[src/rtl/dmem_access_ctrl_if.sv]
// Data-memory request/acknowledge bus between the MEM-stage controller and the memory.
// master: the access controller; slave: the data memory.
interface dmem_access_ctrl_if;
    logic        mem_req;
    logic        mem_we;
    logic [31:0] mem_addr;
    logic [31:0] mem_wdata;
    logic        mem_ack;
    logic [31:0] mem_rdata;

    modport master (
        output mem_req,
        output mem_we,
        output mem_addr,
        output mem_wdata,
        input  mem_ack,
        input  mem_rdata
    );

    modport slave (
        input  mem_req,
        input  mem_we,
        input  mem_addr,
        input  mem_wdata,
        output mem_ack,
        output mem_rdata
    );
endinterface

[src/rtl/dmem_access_ctrl.sv]
// MEM-stage data-memory access controller.
// Runs each load/store from EX/MEM over a req/ack bus and stalls the upstream pipeline
// until the access completes. Optional BUSY timeout is enabled by defining DMEM_TIMEOUT_EN.
module dmem_access_ctrl #(
    parameter int unsigned TIMEOUT_CYCLES = 64
) (
    input  logic                       clk_i,
    input  logic                       rst_i,
    input  logic [1:0]                 M_i,
    input  logic [31:0]                DMaddr_i,
    input  logic [31:0]                DMdata_i,
    dmem_access_ctrl_if.master         mem,
    output logic                       stall_o,
    output logic [31:0]                RDdata_o,
    output logic                       misalign_o,
    output logic                       timeout_o
);

    typedef enum logic [1:0] {StIdle, StBusy, StDone} state_e;

    state_e      state_q, state_d;
    logic        req_q, req_d;
    logic        we_q, we_d;
    logic [31:0] addr_q, addr_d;
    logic [31:0] wdata_q, wdata_d;
    logic [31:0] rdata_q, rdata_d;
    logic        misalign_q, misalign_d;
    logic        access;
    logic        expire;

    assign access = (M_i != 2'b00);

`ifdef DMEM_TIMEOUT_EN
    logic [31:0] cnt_q, cnt_d;
    logic        timeout_q, timeout_d;

    // Expiry is the BUSY cycle whose increment would reach TIMEOUT_CYCLES; ack wins.
    assign expire = (state_q == StBusy) && !mem.mem_ack &&
                    ((cnt_q + 32'd1) == 32'(TIMEOUT_CYCLES));

    // BUSY-cycle counter, cleared on entry to BUSY.
    always_comb begin
        cnt_d = cnt_q;
        if (state_q == StIdle && access) begin
            cnt_d = 32'd0;
        end else if (state_q == StBusy && !mem.mem_ack) begin
            cnt_d = cnt_q + 32'd1;
        end
    end

    // Sticky timeout flag.
    always_comb begin
        timeout_d = timeout_q;
        if (expire) begin
            timeout_d = 1'b1;
        end
    end

    // Timeout state registers.
    always_ff @(posedge clk_i) begin
        if (rst_i) begin
            cnt_q     <= 32'd0;
            timeout_q <= 1'b0;
        end else begin
            cnt_q     <= cnt_d;
            timeout_q <= timeout_d;
        end
    end

    assign timeout_o = timeout_q;
`else
    logic unused_timeout_cycles;
    assign unused_timeout_cycles = ^TIMEOUT_CYCLES;
    assign expire    = 1'b0;
    assign timeout_o = 1'b0;
`endif

    // FSM state register.
    always_ff @(posedge clk_i) begin
        if (rst_i) begin
            state_q <= StIdle;
        end else begin
            state_q <= state_d;
        end
    end

    // FSM next state; DONE never looks at M_i since EX/MEM still holds the finished access.
    always_comb begin
        state_d = state_q;
        case (state_q)
            StIdle:  if (access) state_d = StBusy;
            StBusy:  if (mem.mem_ack || expire) state_d = StDone;
            StDone:  state_d = StIdle;
            default: state_d = StIdle;
        endcase
    end

    // Bus and result register next values.
    always_comb begin
        req_d      = req_q;
        we_d       = we_q;
        addr_d     = addr_q;
        wdata_d    = wdata_q;
        rdata_d    = rdata_q;
        misalign_d = misalign_q;
        case (state_q)
            StIdle: begin
                if (access) begin
                    req_d   = 1'b1;
                    we_d    = M_i[0];  // write wins when both bits are set
                    addr_d  = {DMaddr_i[31:2], 2'b00};
                    wdata_d = DMdata_i;
                    if (DMaddr_i[1:0] != 2'b00) begin
                        misalign_d = 1'b1;
                    end
                end
            end
            StBusy: begin
                if (mem.mem_ack) begin
                    req_d = 1'b0;
                    if (!we_q) begin
                        rdata_d = mem.mem_rdata;
                    end
                end else if (expire) begin
                    req_d = 1'b0;
                    if (!we_q) begin
                        rdata_d = 32'hDEADBEEF;
                    end
                end
            end
            default: ;
        endcase
    end

    // Bus and result registers.
    always_ff @(posedge clk_i) begin
        if (rst_i) begin
            req_q      <= 1'b0;
            we_q       <= 1'b0;
            addr_q     <= 32'd0;
            wdata_q    <= 32'd0;
            rdata_q    <= 32'd0;
            misalign_q <= 1'b0;
        end else begin
            req_q      <= req_d;
            we_q       <= we_d;
            addr_q     <= addr_d;
            wdata_q    <= wdata_d;
            rdata_q    <= rdata_d;
            misalign_q <= misalign_d;
        end
    end

    // FSM outputs: stall is combinational so the access is held from its first cycle.
    always_comb begin
        stall_o = 1'b0;
        case (state_q)
            StIdle:  stall_o = access;
            StBusy:  stall_o = 1'b1;
            default: stall_o = 1'b0;
        endcase
    end

    assign mem.mem_req   = req_q;
    assign mem.mem_we    = we_q;
    assign mem.mem_addr  = addr_q;
    assign mem.mem_wdata = wdata_q;
    assign RDdata_o      = rdata_q;
    assign misalign_o    = misalign_q;

endmodule
[src/flat_wrapper.sv]
// flat-port wrapper written by rule: the top's interface ports become plain ports
module dmem_access_ctrl_flat 
#(
    parameter int unsigned TIMEOUT_CYCLES = 64
)
  (clk_i, rst_i, M_i, DMaddr_i, DMdata_i, stall_o, RDdata_o, misalign_o, timeout_o, mem_mem_req, mem_mem_we, mem_mem_addr, mem_mem_wdata, mem_mem_ack, mem_mem_rdata);
  dmem_access_ctrl_if mem_i ();
  input  logic clk_i;
  input  logic rst_i;
  input  logic [1:0] M_i;
  input  logic [31:0] DMaddr_i;
  input  logic [31:0] DMdata_i;
  output logic stall_o;
  output logic [31:0] RDdata_o;
  output logic misalign_o;
  output logic timeout_o;
  output wire logic [$bits(mem_i.mem_req)-1:0] mem_mem_req;
  output wire logic [$bits(mem_i.mem_we)-1:0] mem_mem_we;
  output wire logic [$bits(mem_i.mem_addr)-1:0] mem_mem_addr;
  output wire logic [$bits(mem_i.mem_wdata)-1:0] mem_mem_wdata;
  input wire logic [$bits(mem_i.mem_ack)-1:0] mem_mem_ack;
  input wire logic [$bits(mem_i.mem_rdata)-1:0] mem_mem_rdata;
  assign mem_mem_req = mem_i.mem_req;
  assign mem_mem_we = mem_i.mem_we;
  assign mem_mem_addr = mem_i.mem_addr;
  assign mem_mem_wdata = mem_i.mem_wdata;
  assign mem_i.mem_ack = mem_mem_ack;
  assign mem_i.mem_rdata = mem_mem_rdata;
  dmem_access_ctrl #(.TIMEOUT_CYCLES(TIMEOUT_CYCLES)) u_core (.clk_i(clk_i), .rst_i(rst_i), .M_i(M_i), .DMaddr_i(DMaddr_i), .DMdata_i(DMdata_i), .mem(mem_i), .stall_o(stall_o), .RDdata_o(RDdata_o), .misalign_o(misalign_o), .timeout_o(timeout_o));
endmodule
[config.mk]
export PLATFORM = sky130hd
export DESIGN_NAME = dmem_access_ctrl_flat
export DESIGN_NICKNAME = d
export VERILOG_FILES = /design/src/rtl/dmem_access_ctrl_if.sv /design/src/rtl/dmem_access_ctrl.sv /design/src/flat_wrapper.sv
export SDC_FILE = /design/constraint.sdc
export NUM_CORES = 1
export LEC_CHECK = 0
export ABC_AREA = 1
export CAP_MARGIN = 0
export CORE_MARGIN = 4
export CORE_UTILIZATION = 37
export DETAILED_ROUTE_END_ITERATION = 10
export HOLD_SLACK_MARGIN = 0.08
export PLACE_DENSITY = 0.77
export SETUP_SLACK_MARGIN = 0.4
export SYNTH_ARGS = -nofsm -noshare
export SYNTH_HDL_FRONTEND = slang
export SYNTH_SLANG_ARGS = --single-unit
export TNS_END_PERCENT = 50
[constraint.sdc]
create_clock -name clk_i -period 1.1 [get_ports clk_i]
set_clock_uncertainty 0.15 [all_clocks]
set_input_delay 0.33 -clock clk_i [delete_from_list [all_inputs] [get_ports clk_i]]
set_output_delay 0.33 -clock clk_i [all_outputs]
set_load 0.02 [all_outputs]
* Word level (Yosys, flattened, before mapping)
Cells that the tools add are included.
Operators by class: equality and inequality tests 3, mux-type cells 7, bitwise operators 1, reductions and logical operators 9
Operators with widths (number):
- AND reduction 3 bit | 3
- nonzero test 2 bit | 3
- two-way mux 2 bit | 2
- case mux 1 bit (2 select lines) | 2
- case mux 2 bit (2 select lines) | 1
- AND reduction 2 bit | 2
- equality test 2 x 1 -> 1 bit (second input constant) | 1
- zero test 2 bit | 1
- two-way mux 1 bit | 2
- inequality test 2 x 1 -> 1 bit (second input constant) | 1
- inequality test 2 bit (second input constant) | 1
- NOT 1 bit | 1
Storage, ports and cells: register bits after elaboration 99, bits of input ports 101, output and inout port bits 101, word-level logic and storage cells 27

* Longest topological paths before layout
Gate-level depths: netlist of the first run.
depth in word-level cells 3, depth in mapped cells 7, gate-level depth less buffers 6

* Worst setup path after synthesis of the first run
OpenSTA, ideal clock, no wires.
path type register -> output, start register u_core.state_q[0], end output port stall_o, data arrival time 765 ps, data required time 620 ps, setup slack -145 ps, stages on the path, launching flop included 3, path buffers 0, cell sequence dfxtp_1 > inv_1 > a21oi_1
On the way: cells in the longest elaborated chain, start to end 2, elaborated cells on any way between the ends 3, those cells by class eq/ne (1); mux (1); reduce/logical (1)
RTL lines:
- from (decl) | line dmem_access_ctrl.sv:21 | state_e state_q, state_d;
- from (signal assigned) | line dmem_access_ctrl.sv:81 | state_q <= StIdle;
- from (signal assigned) | line dmem_access_ctrl.sv:83 | state_q <= state_d;
- equality test 2 x 1 -> 1 bit or zero test 2 bit (tied branches) | line dmem_access_ctrl.sv:157 | case (state_q)
- case mux 1 bit (2 select lines) * | line dmem_access_ctrl.sv:157
- to (decl) | line flat_wrapper.sv:13 | output logic stall_o;
Mark *: on every way between the ends. The rest lies on a longest branch, timed or not.

* Final worst setup path of the first run
Ends and elaborated chain as after synthesis.

==> impl_metrics.toml, run 1 <==
[clocking]
ctsRootBufferMaster = "clkbuf_8"
worstSkewPairLatency_ps = 370
ctsLongestPathBuffers = 2
cts_buffers = 9
htree_num_levels = 3
cts.clk_slew.worst_paths_ps = 110
ctsHoldBuffers = 0
cts_tree = "done"
cts_sinks = 99

[grt]
first_global_vias = 4084
grt_max_degree = 51
overflow = 0
grt_antenna_before_repair = 0
grt_usage = 0.186
grt_pass1_wl_microns = 19500

[power]
power_density_mw_per_mm2 = 1330
vdd_drop_max_uv = 1140
p_leak_nw = 3.23

[worst_setup_path]
critPathMaxFanout = 2
endpoint_kind = "primary output"
crit_required_ps = 620
worstPathArrival_ps = 1080
critPathKind = "register to primary output"
worstSetupStartpointType = "register"

[floorplanning]
ios = 202
num_rows = 38
start_util = 0.380
dieArea_sq_mm = 0.0129
die_h_microns = 114
die_x_microns = 114
core_sq_mm = 0.0109

[layout]
post-route-util = 0.697
stdcell_count = 883
area_growth_pct = 83.3
n_antenna_cell = 0
final_nets = 839
drive_above_1_share = 0.487

[worst_hold_path]
hold_class = "input port to register"

[placed_design]
placed_cells = 840
dp_hpwl_microns = 8890
port_buffers = 198
gp_congestion = 0.775
pre_cts_slack_ps = -1040

[synthesis]
ys_warn_count = 0
synth_commonest_cells = "102 x nor2_1, 99 x dfxtp_1, 98 x nand2_1"
async_reset_ff_frac = 0
synth_compound_gate_area_share = 0.0456
synth_adder_area_share = 0
synth-simple-area-share = 0.384
synthMuxAreaShare = 0
synth_edf_count = 0
synth_area_leaders = "dfxtp_1 48%, nand3b_1 11%, nor2_1 9.2%"
yosysMostFrequentCell = "nor2_1"
synth.largest_area_cell = "dfxtp_1"
synth_top_area_frac = 0.479
synthCells = 513
avgSynthCellArea_sq_um = 8.07
ys_types = 25
synth_ff_type = "dfxtp_1"
synth-xor-area-share = 0
synth_area_sq_mm = 0.00414
yosysSeqAreaShare = 0.479
synth_top_family_by_area = "simple AND/OR/NAND/NOR gates"
ys_ff_latch = 99

[timing]
rsz0062_at_grt = "true"
whs_ps = 321
maxSlewViolCount = 0
setup_viol = 196
fmax_ghz = 0.641
min_period_ps = 1560
hold_violations = 0
finalWorstSetupSlack_ps = -461
period_share = 1.42

[drt]
post_drt_wl_per_cell_microns = 17.3
vias = 4383
route.detailed.drc = 0
dr.pass1.iters = 4
drt_iter0_drc = 236
vias_per_cell = 4.96
finalWirelength_microns = 15300
ant_nets = 0

[outcome]
run_status = "finished, violations left"
violations = "negative setup slack"

[flow_run]
maxCapViolations = 0
-- what timing repair did --
action                                  in CTS  in global routing
cloned                                       0                 13
pin swaps                                   12                 28
endpoints found under the setup margin     197                197
resized for setup                          692                102
buffers inserted                             8                  6
-- placed cells by master (no fill, tap or decap), types with 4 or more instances in the layout --
cell type and instances:
buf_12 12, a21oi_1 10, nor2_2 24, nand3b_1 62, nand2_2 4, inv_1 5, clkbuf_8 9, dfxtp_4 7
a21oi_2 26, clkbuf_16 9, nand2_1 73, buf_6 107, nand3_2 10, nor2_1 102, nand2_4 23, dfxtp_2 92
nand3_1 22, clkdlybuf4s50_1 98, buf_4 22
-- area by class of cell --
| class | instances | area [sq um] |
|---|---|---|
| Multi-Input combinational cell | 366 | 2130 |
| Tap cell | 140 | 175 |
| Sequential cell | 99 | 2120 |
| Clock buffer | 10 | 128 |
| Timing Repair Buffer | 253 | 2880 |
| Fill cell | 805 | 3300 |
| Clock inverter | 6 | 105 |
| Inverter | 9 | 48.8 |
-- critical path: stages (launching register included) --
cell and delay [ps]:
dfxtp_2 360, inv_2 40, a21oi_2 160, buf_6 140
-- state kept, by name, indices dropped and copies added (netlist names) --
register	cells
u_core.state_q	2
u_core.mem.mem_addr	30
u_core.mem.mem_we	1
u_core.mem.mem_req	1
u_core.mem.mem_wdata	32
u_core.misalign_o	1
u_core.RDdata_o	32
-- where the power goes --
| part | switching [mW] | total, mW | internal, mW |
|---|---|---|---|
| Sequential | 0.235 | 4.18 | 3.95 |
| Clock | 1.26 | 2.76 | 1.50 |
| Combinational | 1.50 | 3.16 | 1.65 |
| Total | 3.00 | 10.1 | 7.10 |
-- kinds of logic (layout without fill, tap and decap cells) --
group	count (synthesis)	count (layout)
buffers and inverters	50	278
flip-flops	99	99
AND/OR/NAND/NOR	326	326
AO/OA/AOI/OAI	37	37
other	1	3
-- final timing paths --
path | from | end | slack (ps) | cells past startpoint
max | u_core.state_q[0] | stall_o | -460 | 3
min | M_i[0] | u_core.mem.mem_we | 320 | 4
max reg2reg | u_core.state_q[0] | u_core.mem.mem_wdata[3] | -380 | 7
min reg2reg | u_core.RDdata_o[5] | u_core.RDdata_o[5] | 320 | 2
-- metrics by stage --
stage	power, mW	cell area, sq um	TNS [ps]
floorplan	5.53	4190	-4730
detailed placement	6.71	6320	-93150
finish	10.1	7590	-50980
global placement	6.65	6320	-90310
CTS	9.66	6870	-46520
global route	10.5	7590	-60640
-- layer usage --
layer,wire length [microns],global-route usage
met5,0,0
met4,478,0.0657
met3,1300,0.0695
met2,7810,0.326
met1,5700,0.206
No activity file was read; power rests on OpenSTA's default activity.
==> inputs of run 2 (changes only) <==
--- a/config.mk
+++ b/config.mk
@@ -7,7 +7,6 @@
 export LEC_CHECK = 0
 export ABC_AREA = 1
 export CAP_MARGIN = 0
-export CORE_MARGIN = 4
 export CORE_UTILIZATION = 37
 export DETAILED_ROUTE_END_ITERATION = 10
 export HOLD_SLACK_MARGIN = 0.08
==> run 2 against run 1 <==
Net effect:
- the run still ends with negative setup slack left
- largest power group unchanged
- maximum frequency is 4.5% higher
- combinational power is 5% higher
- sequential cell count stayed put
- register-to-register slack hardly changed
- utilization is 1.7 points higher
- via count is 0.34% higher
- highest routed layer unchanged
- final cell count is 0.68% higher
- non-clock buffer count is 6 higher
- routed wire length is 1.0% higher
==> impl_metrics.toml, run 2 (synthesized netlist as in run 1, its figures left out) <==
[drt]
drt_iter0_drc = 206
finalWirelength_microns = 15400
vias = 4398
ant_nets = 0
vias_per_cell = 4.95
post_drt_wl_per_cell_microns = 17.4
route.detailed.drc = 0
dr.pass1.iters = 4

[timing]
min_period_ps = 1490
finalWorstSetupSlack_ps = -394
period_share = 1.36
fmax_ghz = 0.670
rsz0062_at_grt = "true"
setup_viol = 196
maxSlewViolCount = 0
hold_violations = 0
whs_ps = 277

[layout]
n_antenna_cell = 0
post-route-util = 0.714
layout_common_cells = "110 x buf_6, 100 x nor2_1, 97 x clkdlybuf4s50_1"
final_cell_area_sq_mm = 0.00778
seqCellArea_sq_mm = 0.00212
fillers = 774
final_nets = 845
stdcell_count = 889
layout_commonest_cell = "buf_6"
area_growth_pct = 87.8
drive_above_1_share = 0.521
multi_input_area_sq_mm = 0.00226

[floorplanning]
die_x_microns = 108
dieArea_sq_mm = 0.0116
die_h_microns = 108
core_sq_mm = 0.0109
ios = 202
start_util = 0.380
num_rows = 38

[worst_setup_path]
timing.rr.start = "u_core.state_q[1]"
max_stage_delay_ps = 350
path_cells = "inv_2 -> a21oi_2 -> buf_4"
worstPathArrival_ps = 1010
crit_required_ps = 620
worst_path_max_delay_cell = "dfxtp_2"
reg2reg_setup_slack_ps = -380
worstSetupStartpointType = "register"
critPathKind = "register to primary output"
crit_family = "flip-flops"
path_buf_inv = 2
endpoint_kind = "primary output"
critPathMaxFanout = 2
startpoint = "u_core.state_q[0]"

[power]
vdd_drop_max_uv = 795
p_total_mw = 9.83
power_density_mw_per_mm2 = 1260
p_leak_nw = 3.26

[clocking]
cts_tree = "done"
cts.clk_slew.worst_paths_ps = 100
ctsRootBufferMaster = "clkbuf_8"
ctsHoldBuffers = 0
cts_buffers = 9
cts_sinks = 99
htree_num_levels = 3
worstSkewPairLatency_ps = 350
ctsLongestPathBuffers = 2

[placed_design]
placed_cells = 840
dp_hpwl_microns = 8100
port_buffers = 198
gp_congestion = 0.756
dpl-instance-area_sq_mm = 0.00633

[worst_hold_path]
hold_class = "input port to register"
hp-start = "rst_i"

[grt]
overflow = 0
grt_usage = 0.200
grt_max_degree = 64
first_global_vias = 3953
grt_antenna_before_repair = 0
grt_pass1_wl_microns = 18400

[outcome]
violations = "negative setup slack"
run_status = "finished, violations left"

[flow_run]
maxCapViolations = 0
run 2: area by class of cell:
type | instances | area share
tap | 140 | 0.0225
multi-input combinational | 366 | 0.291
clock inverter | 3 | 0.00241
inverter | 9 | 0.00660
sequential | 99 | 0.272
timing repair buffer | 259 | 0.382
clock buffer | 13 | 0.0232
run 2: power breakdown:
group          internal [mW]  total [mW]  switching, mW  leakage, nW
logic                   1.72        3.31           1.59         2.31
registers               3.95        4.19          0.237        0.853
clock network           1.09        2.33           1.25        0.105
total                   6.76        9.83           3.08         3.26
run 2: worst reg2reg max path, cell delays in order, from the launching register on:
cell       delay [ps]
dfxtp_4           370
buf_6             130
nor2_4            210
buf_6             150
clkbuf_16         160
nand3_4            70
a21oi_2           180
run 2: worst paths after layout:
path,endpoint,depth (start not counted)
max,stall_o,3
min,u_core.misalign_o,3
max reg2reg,u_core.RDdata_o[4],6
min reg2reg,u_core.RDdata_o[17],2
run 2: stage by stage:
step,setup WS [ps],setup TNS [ps]
6_report,-394,-51310
3_3_place_gp,-981,-89630
4_1_cts,-399,-47480
2_1_floorplan,-74.1,-4730
3_5_place_dp,-993,-92830
5_1_grt,-458,-61040
run 2: layer usage:
| layer | GRT usage | share of wire | vias up |
|---|---|---|---|
| li1 | - | - | 2100 |
| met2 | 0.356 | 0.51 | 174 |
| met4 | 0.0714 | 0.023 | 0 |
| met5 | 0 | 0 | - |
| met1 | 0.222 | 0.39 | 2094 |
| met3 | 0.0654 | 0.075 | 30 |
run 2: timing repair:
item                                    4_1_cts  5_1_grt
gates resized for setup                     693      126
cloned                                        0       18
setup buffers                                 8        7
endpoints found under the setup margin      197      197
pin swaps                                    15       38
